**config.mk**
```make
export PLATFORM = sky130hd
export DESIGN_NAME = relobi_addr_map_cfg
export DESIGN_NICKNAME = d
export VERILOG_FILES = /design/src/rtl/relobi_addr_map_cfg.sv
export SDC_FILE = /design/constraint.sdc
export NUM_CORES = 1
export LEC_CHECK = 0
export ABC_CLOCK_PERIOD_IN_PS = 3600
export BUFFER_PORTS_ARGS = -buffer_cell sky130_fd_sc_hd__buf_2
export CAP_MARGIN = 20
export CORE_AREA = 2 2 347 349
export CTS_CLUSTER_DIAMETER = 200
export DETAILED_ROUTE_END_ITERATION = 16
export DIE_AREA = 0 0 349 351
export PLACE_DENSITY_LB_ADDON = 0.08
export SLEW_MARGIN = 20
export SYNTH_ARGS = -nofsm -noshare
export SYNTH_HDL_FRONTEND = slang
export SYNTH_SLANG_ARGS = --single-unit
export TNS_END_PERCENT = 5
```
**constraint.sdc**
```tcl
create_clock -name clk_i -period 3.6 [get_ports clk_i]
set_input_delay 0.72 -clock clk_i [delete_from_list [all_inputs] [get_ports clk_i]]
set_output_delay 0.72 -clock clk_i [all_outputs]
set_load 0.02 [all_outputs]
```
**src/rtl/relobi_addr_map_cfg.sv**
```systemverilog
`timescale 1ns/1ps
// relobi_addr_map_cfg
//
// Triple-redundant address map for the TMR address decoders. Each rule has an
// index, a start address and an end address. Three independent copies of each
// field drive the three decoders. A single-cycle config port writes all three
// copies at once. Reads return the bitwise 2-of-3 majority of the three copies.
//
// The scrubber is optional and is present only when RELOBI_MAP_SCRUB_EN is
// defined. It walks every field after each idle interval. When the copies
// disagree it repairs them from the majority. When all three copies differ it
// cannot repair them, so it raises a sticky flag instead.
//
// Ports
//   clk_i, rst_i            clock and synchronous active-high reset
//   cfg_req_i, cfg_we_i     access request and direction (1 = write)
//   cfg_addr_i              {rule, field}; field 0 idx, 1 start, 2 end, 3 invalid
//   cfg_wdata_i             write data (idx takes the low IdxWidth bits)
//   cfg_gnt_o               grant, combinationally equal to cfg_req_i
//   cfg_rvalid_o            response, one cycle after every granted access
//   cfg_rdata_o             voted read data (0 for writes and invalid field)
//   cfg_err_o               invalid-field flag, qualified by cfg_rvalid_o
//   map_idx_o/start_o/end_o three map copies, [copy][rule]
//   corr_cnt_o              saturating count of repaired fields
//   uncorr_o                sticky: a field had three distinct copies
//   clr_i                   clears corr_cnt_o and uncorr_o
module relobi_addr_map_cfg #(
    parameter int unsigned NumAddrRules  = 4,
    parameter int unsigned AddrWidth     = 32,
    parameter int unsigned IdxWidth      = 2,
    parameter int unsigned ScrubInterval = 256
) (
    input  logic                                            clk_i,
    input  logic                                            rst_i,
    input  logic                                            cfg_req_i,
    input  logic                                            cfg_we_i,
    input  logic [$clog2(NumAddrRules)+1:0]                 cfg_addr_i,
    input  logic [AddrWidth-1:0]                            cfg_wdata_i,
    output logic                                            cfg_gnt_o,
    output logic                                            cfg_rvalid_o,
    output logic [AddrWidth-1:0]                            cfg_rdata_o,
    output logic                                            cfg_err_o,
    output logic [2:0][NumAddrRules-1:0][IdxWidth-1:0]      map_idx_o,
    output logic [2:0][NumAddrRules-1:0][AddrWidth-1:0]     map_start_o,
    output logic [2:0][NumAddrRules-1:0][AddrWidth-1:0]     map_end_o,
    output logic [15:0]                                     corr_cnt_o,
    output logic                                            uncorr_o,
    input  logic                                            clr_i
);

    localparam int unsigned    RuleW      = $clog2(NumAddrRules);
    localparam logic [RuleW:0] RuleCount  = (RuleW+1)'(NumAddrRules);
    localparam logic [1:0]     FieldIdx   = 2'd0;
    localparam logic [1:0]     FieldStart = 2'd1;
    localparam logic [1:0]     FieldEnd   = 2'd2;
    localparam logic [1:0]     FieldInv   = 2'd3;

    function automatic logic [AddrWidth-1:0] maj3(input logic [AddrWidth-1:0] a,
                                                  input logic [AddrWidth-1:0] b,
                                                  input logic [AddrWidth-1:0] c);
        return (a & b) | (a & c) | (b & c);
    endfunction

    logic [2:0][NumAddrRules-1:0][IdxWidth-1:0]  idx_q;
    logic [2:0][NumAddrRules-1:0][AddrWidth-1:0] start_q;
    logic [2:0][NumAddrRules-1:0][AddrWidth-1:0] end_q;

    logic [RuleW-1:0]          cfg_rule;
    logic [1:0]                cfg_field;
    logic                      cfg_rule_ok;
    logic                      cfg_wr;
    logic [2:0][AddrWidth-1:0] cfg_copy;

    assign {cfg_rule, cfg_field} = cfg_addr_i;
    // The widened compare stays meaningful when NumAddrRules is not a power of two.
    assign cfg_rule_ok = {1'b0, cfg_rule} < RuleCount;
    assign cfg_wr      = cfg_req_i && cfg_we_i && (cfg_field != FieldInv) && cfg_rule_ok;
    assign cfg_gnt_o   = cfg_req_i;

    // Fetch the three copies of the addressed field, widened to AddrWidth.
    always_comb begin
        // NOTE: every branch starts from a default, so no latch can be inferred.
        cfg_copy = '0;
        if (cfg_rule_ok) begin
            for (int c = 0; c < 3; c++) begin
                case (cfg_field)
                    FieldIdx:   cfg_copy[c] = AddrWidth'(idx_q[c][cfg_rule]);
                    FieldStart: cfg_copy[c] = start_q[c][cfg_rule];
                    FieldEnd:   cfg_copy[c] = end_q[c][cfg_rule];
                    default:    cfg_copy[c] = '0;
                endcase
            end
        end
    end

`ifdef RELOBI_MAP_SCRUB_EN
    typedef enum logic [1:0] {
        IDLE   = 2'd0,
        CHECK  = 2'd1,
        REPAIR = 2'd2
    } scrub_state_e;

    localparam int unsigned     CntW      = $clog2(ScrubInterval) + 1;
    localparam logic [CntW-1:0] CntReload = CntW'(ScrubInterval - 1);

    scrub_state_e              state_q, state_d;
    logic [CntW-1:0]           cnt_q, cnt_d;
    logic [RuleW-1:0]          ptr_rule_q, ptr_rule_d, ptr_rule_nxt;
    logic [1:0]                ptr_field_q, ptr_field_d, ptr_field_nxt;
    logic                      ptr_last;
    logic [2:0][AddrWidth-1:0] scr_copy;
    logic [AddrWidth-1:0]      scr_maj;
    logic                      scr_equal, scr_all_diff;
    logic                      repair_we, corr_inc, uncorr_set;
    logic [15:0]               corr_cnt_q;
    logic                      uncorr_q;

    always_comb begin
        scr_copy = '0;
        for (int c = 0; c < 3; c++) begin
            case (ptr_field_q)
                FieldIdx:   scr_copy[c] = AddrWidth'(idx_q[c][ptr_rule_q]);
                FieldStart: scr_copy[c] = start_q[c][ptr_rule_q];
                FieldEnd:   scr_copy[c] = end_q[c][ptr_rule_q];
                default:    scr_copy[c] = '0;
            endcase
        end
    end

    assign scr_maj      = maj3(scr_copy[0], scr_copy[1], scr_copy[2]);
    assign scr_equal    = (scr_copy[0] == scr_copy[1]) && (scr_copy[1] == scr_copy[2]);
    assign scr_all_diff = (scr_copy[0] != scr_copy[1]) && (scr_copy[1] != scr_copy[2]) &&
                          (scr_copy[0] != scr_copy[2]);

    assign ptr_last      = (ptr_rule_q == RuleW'(NumAddrRules - 1)) && (ptr_field_q == FieldEnd);
    assign ptr_field_nxt = (ptr_field_q == FieldEnd) ? FieldIdx : ptr_field_q + 2'd1;
    assign ptr_rule_nxt  = (ptr_field_q != FieldEnd) ? ptr_rule_q :
                           ptr_last ? '0 : ptr_rule_q + RuleW'(1);

    // A granted cfg access freezes the scrubber for that cycle. As a result, a
    // cfg write to a field always wins over a repair of the same field.
    always_comb begin
        state_d     = state_q;
        cnt_d       = cnt_q;
        ptr_rule_d  = ptr_rule_q;
        ptr_field_d = ptr_field_q;
        repair_we   = 1'b0;
        corr_inc    = 1'b0;
        uncorr_set  = 1'b0;
        if (!cfg_req_i) begin
            case (state_q)
                IDLE: begin
                    if (cnt_q == '0) begin
                        state_d     = CHECK;
                        cnt_d       = CntReload;
                        ptr_rule_d  = '0;
                        ptr_field_d = FieldIdx;
                    end else begin
                        cnt_d = cnt_q - CntW'(1);
                    end
                end
                CHECK: begin
                    if (!scr_equal) begin
                        state_d = REPAIR;
                    end else begin
                        ptr_rule_d  = ptr_rule_nxt;
                        ptr_field_d = ptr_field_nxt;
                        state_d     = ptr_last ? IDLE : CHECK;
                    end
                end
                REPAIR: begin
                    // Re-evaluate here: a stalling cfg write may already have
                    // made the copies agree again.
                    if (scr_all_diff) begin
                        uncorr_set = 1'b1;
                    end else if (!scr_equal) begin
                        repair_we = 1'b1;
                        corr_inc  = 1'b1;
                    end
                    ptr_rule_d  = ptr_rule_nxt;
                    ptr_field_d = ptr_field_nxt;
                    state_d     = ptr_last ? IDLE : CHECK;
                end
                default: state_d = IDLE;
            endcase
        end
    end

    always_ff @(posedge clk_i) begin
        if (rst_i) begin
            state_q     <= IDLE;
            cnt_q       <= CntReload;
            ptr_rule_q  <= '0;
            ptr_field_q <= FieldIdx;
        end else begin
            state_q     <= state_d;
            cnt_q       <= cnt_d;
            ptr_rule_q  <= ptr_rule_d;
            ptr_field_q <= ptr_field_d;
        end
    end

    // Clearing takes priority over a coincident repair or uncorrectable event.
    always_ff @(posedge clk_i) begin
        if (rst_i || clr_i) begin
            corr_cnt_q <= '0;
            uncorr_q   <= 1'b0;
        end else begin
            if (corr_inc && corr_cnt_q != 16'hFFFF) corr_cnt_q <= corr_cnt_q + 16'd1;
            if (uncorr_set) uncorr_q <= 1'b1;
        end
    end

    assign corr_cnt_o = corr_cnt_q;
    assign uncorr_o   = uncorr_q;
`else
    logic unused_clr;
    localparam int unsigned unused_scrub_interval = ScrubInterval;
    assign unused_clr = clr_i;
    assign corr_cnt_o = '0;
    assign uncorr_o   = 1'b0;
`endif

    // Map copies are plain flops that feed the decoders directly. They must
    // therefore come out of reset holding a defined, consistent value.
    always_ff @(posedge clk_i) begin
        if (rst_i) begin
            // NOTE: this map lives in flops rather than RAM. Resetting every entry
            // is intended and cheap here.
            idx_q   <= '0;
            start_q <= '0;
            end_q   <= '0;
        end else if (cfg_wr) begin
            for (int c = 0; c < 3; c++) begin
                case (cfg_field)
                    FieldIdx:   idx_q[c][cfg_rule]   <= cfg_wdata_i[IdxWidth-1:0];
                    FieldStart: start_q[c][cfg_rule] <= cfg_wdata_i;
                    FieldEnd:   end_q[c][cfg_rule]   <= cfg_wdata_i;
                    default:    ;
                endcase
            end
`ifdef RELOBI_MAP_SCRUB_EN
        end else if (repair_we) begin
            for (int c = 0; c < 3; c++) begin
                case (ptr_field_q)
                    FieldIdx:   idx_q[c][ptr_rule_q]   <= scr_maj[IdxWidth-1:0];
                    FieldStart: start_q[c][ptr_rule_q] <= scr_maj;
                    FieldEnd:   end_q[c][ptr_rule_q]   <= scr_maj;
                    default:    ;
                endcase
            end
`endif
        end
    end

    // A response register loaded on every edge. Reset clears it, so an access
    // presented during reset produces no response.
    always_ff @(posedge clk_i) begin
        if (rst_i) begin
            // NOTE: state is updated with non-blocking assignments only. This keeps
            // the evaluation order of the always_ff blocks from mattering.
            cfg_rvalid_o <= 1'b0;
            cfg_err_o    <= 1'b0;
            cfg_rdata_o  <= '0;
        end else begin
            cfg_rvalid_o <= cfg_req_i;
            cfg_err_o    <= cfg_req_i && (cfg_field == FieldInv);
            cfg_rdata_o  <= (cfg_req_i && !cfg_we_i && cfg_field != FieldInv)
                            ? maj3(cfg_copy[0], cfg_copy[1], cfg_copy[2]) : '0;
        end
    end

    assign map_idx_o   = idx_q;
    assign map_start_o = start_q;
    assign map_end_o   = end_q;

endmodule

```
==> impl_results.md, run 1 <==
* Routability cong. at 0.719
* Cts repair resizes at 0
* CTS Root Cell: clkbuf_16
* Slew HR at 25.9%
* I/O Buffers at 866
* First-pass GRT wire length at 112 mm
* Core Footprint at 119000 µm²
* Cell Pwr Density at 418 nW/µm²
* Clock Path Buffers at 3
* Multi-input gate area at 6120 µm²
* Crit. End Element: primary output
* Worst setup path class: register to primary output
* Setup bufs post-CTS at 0
* Final Cycle Share at 63.4%
* Worst slew pin tran at 1.11 ns
* # DRC at 0
* Max H-tree Level at 2
* Top Ports at 885
* Filler cell count at 13377
* Post-layout worst setup margin at 1.32 ns
* RR Endpoint: cfg_rdata_o[31]
* Fin crit period at 2.28 ns
* Total CTS buffers at 43
* Count of cell types in the netlist at 27
* TritonRoute pass-1 iters at 5
* Worst-path fanout max at 6
* Largest net degree at the start of global routing at 136
* Gr usage total at 12.7%
* HP Start: cfg_wdata_i[11]
* Die Y at 351 µm
* Clock sinks at 298
* Layout cells sized above 1 at 46.4%
* Reg2Reg Depth at 3
* Crit-path slowest cell: dfxtp_1
* Top cell family by delay on the critical path: flip-flops
* #FFs+latches synth at 298
* RSZ-0062 raised after global routing: no
* Grt total ovfl at 0
* Final HPWL DP at 53.9 mm
* Vias after detailed routing at 15346
* Place WS at 0.956 ns
* Vias/cell at 4.05
* Max Cap Viol at 0
* Fin. max-slew vios at 0
* DRT iter0 DRCs at 942
* CTS tree: done
* Sum Neg Setup Slack at 0 ns
* Req. time, crit path at 2.88 ns
* Post-synthesis sequential area ratio at 35.0%
* Rows at 127
* Hold Crit Endpoint: map_end_o[235]
* Pwr Total at 8.47 mW
* Clock-pin transition on the worst setup and hold timing paths at 0.06 ns
* WHS Path Cells at 3
* Setup Skew at 0.00748 ns
* Die X-Extent at 349 µm
* Hold Buf Count CTS at 0
* Worst VDD drop at 259 µV
* Synthesis warning total at 0
* Post-route ant nets at 0
* Fmax at 438 MHz
* Worst path bufs/invs at 1
* Starting Density at 14.3%
* CP cell instances: buf_2
* Leakage at 9.32 nW
* Most common cell after layout, fill and taps aside: buf_2
* CP Launch Type: register
* Most frequent cells in the layout: buf_2, dfxtp_1, a21oi_1
* Worst r2r src: map_end_o[255]
* Sequential cell area at 5970 µm²
* Critical Path AT at 1.56 ns
* WL/cell at 22.1 µm
* Mean Syn Cell Area at 8.58 µm²
* Syn Inst Count at 1988
* Layout area overhead at 18.8%
* Flop2flop setup slack at 2.17 ns
* Cell area after synthesis at 17100 µm²
* Nets at 2246
* Number of global-route vias before repair at 13879
* Hold crit path type: input port to register
* Status: finished, final reports clean
* DRT Wirelength at 83.6 mm
* # setup viols final at 0
* Worst path max stage delay at 0.66 ns
* Clk_lat worst skew at 0.59 ns
* CP startpoint: map_end_o[340]
* Die area at 122000 µm²
* Initial antenna violation count at 6
* Hold Fails Final Rpt at 0
-- worst max path at each step --
stage	slack, ns	end	cells past startpoint
finish	1.32	map_end_o[84]	1
CTS	1.15	map_end_o[84]	1
global route	1.17	map_end_o[84]	1
detailed placement	0.96	cfg_rdata_o[21]	4
global placement	0.94	cfg_rdata_o[21]	4
floorplan	1.72	cfg_rdata_o[24]	5
-- worst min-delay path, delay by kind of cell --
kind	cells	cell delay, ns
AO/OA/AOI/OAI	1	0.05
AND/OR/NAND/NOR	1	0.08
buffers and inverters	1	0.15
-- cells in the mapped netlist (all sizes together) --
cell type,n,area (µm²)
and4,1,11.3
nand4b,2,17.5
nor2b,3,18.8
and4bb,1,12.5
nor2,31,116
nand2b,2,12.5
clkbuf,125,469
buf,622,4630
and4b,2,20.0
or2,1,6.26
nand2,3,11.3
and3,1,6.26
nand3,264,1320
conb,1,3.75
mux4,66,1530
nand4,1,6.26
nand4bb,1,11.3
a22oi,32,240
a21oi,267,1340
o21ai,264,1320
dfxtp,298,5970
-- cell type report --
cell class              instances  area share [%]
multi-input cells             959            30.2
flip-flops and latches        298            29.4
diodes                          3          0.0370
clock inverters                18           0.833
clock buffers                  60            6.18
well taps                    1548            9.55
repair buffers                903            23.8
-- state kept, by name, indices dropped and copies added (netlist names) --
signal,cells
map_end_o,128
map_start_o,128
cfg_rdata_o,32
map_idx_o,8
cfg_err_o,1
cfg_rvalid_o,1
-- stage by stage --
stage	util [%]	area [µm²]	instances	hold slack [ns]
final	17.0	20300	3789	0.466
after global routing	17.0	20300	3787	0.434
after CTS	17.0	20300	3786	0.388
after detailed placement	15.8	18800	3708	0.521
after global placement	15.8	18800	3708	0.508
after floorplan	-	17100	2004	0.586
-- layer usage --
metal	GRT usage [%]	routed length, µm	vias to the layer above
met2	21.7	41300	712
met5	0	13	-
met1	16.5	36100	7713
met3	2.07	4480	100
li1	-	-	6819
met4	3.76	1760	2
-- cell families after synthesis --
logic type	synth area share, %
buffers and inverters	29.9
AO/OA/AOI/OAI	17.0
AND/OR/NAND/NOR	9.21
flip-flops	35.0
multiplexers	8.95
other	0.0220
-- where the power goes --
group          internal (mW)  total (mW)  switching, mW
Sequential              3.32        3.36         0.0352
Clock                   2.63        4.40           1.77
Combinational          0.166       0.713          0.548
Total                   6.12        8.47           2.35
Power figures use the tool's default switching activity.
==> inputs of run 2 (changes only) <==
ABC_AREA = 1   (was not set)
ABC_CLOCK_PERIOD_IN_PS = 2000   (was 3600)
CORE_AREA = 2 2 342 344   (was 2 2 347 349)
DIE_AREA = 0 0 344 346   (was 0 0 349 351)
clock period = 2 ns   (was 3.6 ns; I/O delays follow)
==> run 2 against run 1 <==
  * Critical path depth is 1 higher
  * Core utilization is 0.62 points higher
  * Setup slack worse by 1.2 ns
  * Sequential cell count stayed put
  * Area after synthesis is 3.2% lower
  * First-iteration DRC count is 7.6% lower
  * Via count is 1.9% higher
  * Clock-buffer cell count is 11 higher
  * Critical path type unchanged
  * Critical endpoint is now map_end_o[191]
  * Largest cell class is now sequential cells
  * Largest power group unchanged
==> impl_results.md, run 2 <==
* Status: finished, final reports clean
* CTS Root Cell: clkbuf_16
* RSZ-0062 raised after global routing: no
* Clock Path Buffers at 3
* Synth Area in Compound Gates at 12.7%
* First-pass GRT wire length at 116 mm
* Fmax at 528 MHz
* Worst VDD drop at 480 µV
* # DRC at 0
* # setup viols final at 0
* Number of global-route vias before repair at 14186
* Simple-Gate Fraction of Synth Area at 20.2%
* #FFs+latches synth at 298
* Gr usage total at 13.8%
* Final HPWL DP at 62.2 mm
* Cell Pwr Density at 757 nW/µm²
* Reg2Reg Depth at 6
* Asr flop ratio synth at 0%
* Crit. End Element: primary output
* Flop2flop setup slack at 0.78 ns
* Crit path to: map_end_o[191]
* Die X-Extent at 344 µm
* Starting Density at 14.3%
* TritonRoute pass-1 iters at 5
* EDFF count, synth at 0
* Leakage at 10.5 nW
* Grt total ovfl at 0
* Most numerous cell in the Yosys netlist: buf_4
* Largest family of logic cells by synthesized area: buffers and inverters
* Busiest grt layer: met2
* Top FF cell, synth: dfxtp_1
* Nets at 2650
* Die area at 119000 µm²
* Layout cells sized above 1 at 38.8%
* Hold Buf Count CTS at 0
* Top Ports at 885
* DRT iter0 DRCs at 870
* Most common cell after layout, fill and taps aside: buf_2
* Req. time, crit path at 1.60 ns
* Commonest cells post-synth: buf_4, nand2_1, dfxtp_1
* Worst-path fanout max at 3
* Post-route ant nets at 0
* Setup Skew at 0.0185 ns
* GR Util met3 at 2.03%
* Initial antenna violation count at 5
* Mean Syn Cell Area at 7.11 µm²
* Worst r2r src: map_end_o[286]
* Total CTS buffers at 44
* Die Y at 346 µm
* RR Endpoint: cfg_rdata_o[30]
* I/O Buffers at 866
* Synth Area in Adders at 0%
* Fin. max-slew vios at 0
* Sum Neg Setup Slack at 0 ns
* Final Cycle Share at 94.8%
* Filler cell count at 13222
* Cell area after synthesis at 16500 µm²
* Synth area leader: dfxtp_1
* Synthesis warning total at 0
* M1 GR Usage at 17.7%
* Hold Fails Final Rpt at 0
* Clock sinks at 298
* Fin crit period at 1.90 ns
* Clk_lat worst skew at 0.59 ns
* Max Cap Viol at 0
* Met2 usage in global routing at 23.9%
* Post-synthesis sequential area ratio at 36.1%
* Rows at 125
* Syn Inst Count at 2323
* Vias/cell at 3.75
* Hold crit path type: input port to register
* WL/cell at 20.8 µm
* Count of cell types in the netlist at 22
* Post-Synth XOR/XNOR Area at 0%
* Top cells by area, synth: dfxtp_1, buf_4, nand2_1
* Routability cong. at 0.751
* Core Footprint at 115000 µm²
* Largest net degree at the start of global routing at 60
* Critical Path AT at 1.50 ns
* Clock-pin transition on the worst setup and hold timing paths at 0.05 ns
* Post-synthesis mux area share at 0%
* Max H-tree Level at 2
* CTS tree: done
* CP startpoint: map_end_o[319]
* Layout area overhead at 23.3%
* Most frequent cells in the layout: buf_2, nand2_1, dfxtp_1
* DRT Wirelength at 86.7 mm
* Vias after detailed routing at 15643
* Synth top area share at 36.1%
* Worst setup path class: register to primary output
* CP Launch Type: register
* Finished Core Util at 17.6%
[run 2: changes by cell type after synthesis, moves of 39 or more]
cell	change
nand2_1	+406
nor2_1	+257
nand3_1	-188
o21ai_0	-71
a21oi_1	-70
inv_1	+68
mux4_2	-55
clkbuf_1	-39
[run 2: layout make-up]
type                       count  area, µm²  area share, %
antenna                        2       5.00         0.0246
clock buffer                  71       1310           6.44
clock inverter                 9        138          0.676
inverter                      82        319           1.57
multi-input combinational   1256       5520           27.1
sequential                   298       5970           29.3
tap                         1524       1910           9.36
timing repair buffer         927       5200           25.5
[run 2: cell families after synthesis]
| logic type | Yosys count |
|---|---|
| AND/OR/NAND/NOR | 820 |
| buffers and inverters | 785 |
| AO/OA/AOI/OAI | 419 |
| flip-flops | 298 |
| other | 1 |
[run 2: how the worst min path moves through the flow]
stage	from	end	cells after the start	slack (ns)
final	cfg_req_i	cfg_err_o	3	0.1
after global routing	cfg_req_i	cfg_err_o	3	0.07
after global placement	map_start_o[276]	map_start_o[276]	2	0.49
after detailed placement	map_start_o[265]	map_start_o[265]	2	0.50
after floorplan	rst_i	cfg_rvalid_o	1	0.48
after CTS	cfg_req_i	cfg_err_o	3	0.04
[run 2: through the flow]
| stage | instances | instance area (µm²) | power (mW) | setup WS, ns | hold slack [ns] |
|---|---|---|---|---|---|
| floorplan | 2339 | 16600 | 7.07 | 0.526 | 0.483 |
| global placement | 4087 | 18900 | 7.58 | 0.0682 | 0.488 |
| detailed placement | 4087 | 18900 | 7.58 | 0.0762 | 0.496 |
| CTS | 4167 | 20400 | 15.8 | 0.0284 | 0.0358 |
| global route | 4167 | 20400 | 16.1 | 0.0484 | 0.0663 |
| finish | 4169 | 20400 | 15.4 | 0.105 | 0.0994 |
[run 2: worst max-delay path, cell delays in order, from the launching register on]
cell and delay [ns]:
dfxtp_1 0.46, buf_4 0.25, buf_2 0.19
[run 2: power by group]
part / internal [mW] / switching, mW / total, mW
Combinational: 0.327 / 0.986 / 1.31
Clock: 4.86 / 3.14 / 8.00
Sequential: 6.00 / 0.102 / 6.10
Total: 11.2 / 4.23 / 15.4
[run 2: timing repair]
item,CTS,global route
endpoints found under the setup margin,7,0
setup buffers,0,0
resized for setup,3,0
[run 2: per-layer routing]
metal  share of wire [%]  routed length [µm]
met5                   0                   0
met4                 2.1                1810
met3                 4.8                4200
met2                  49               42400
met1                  44               38300
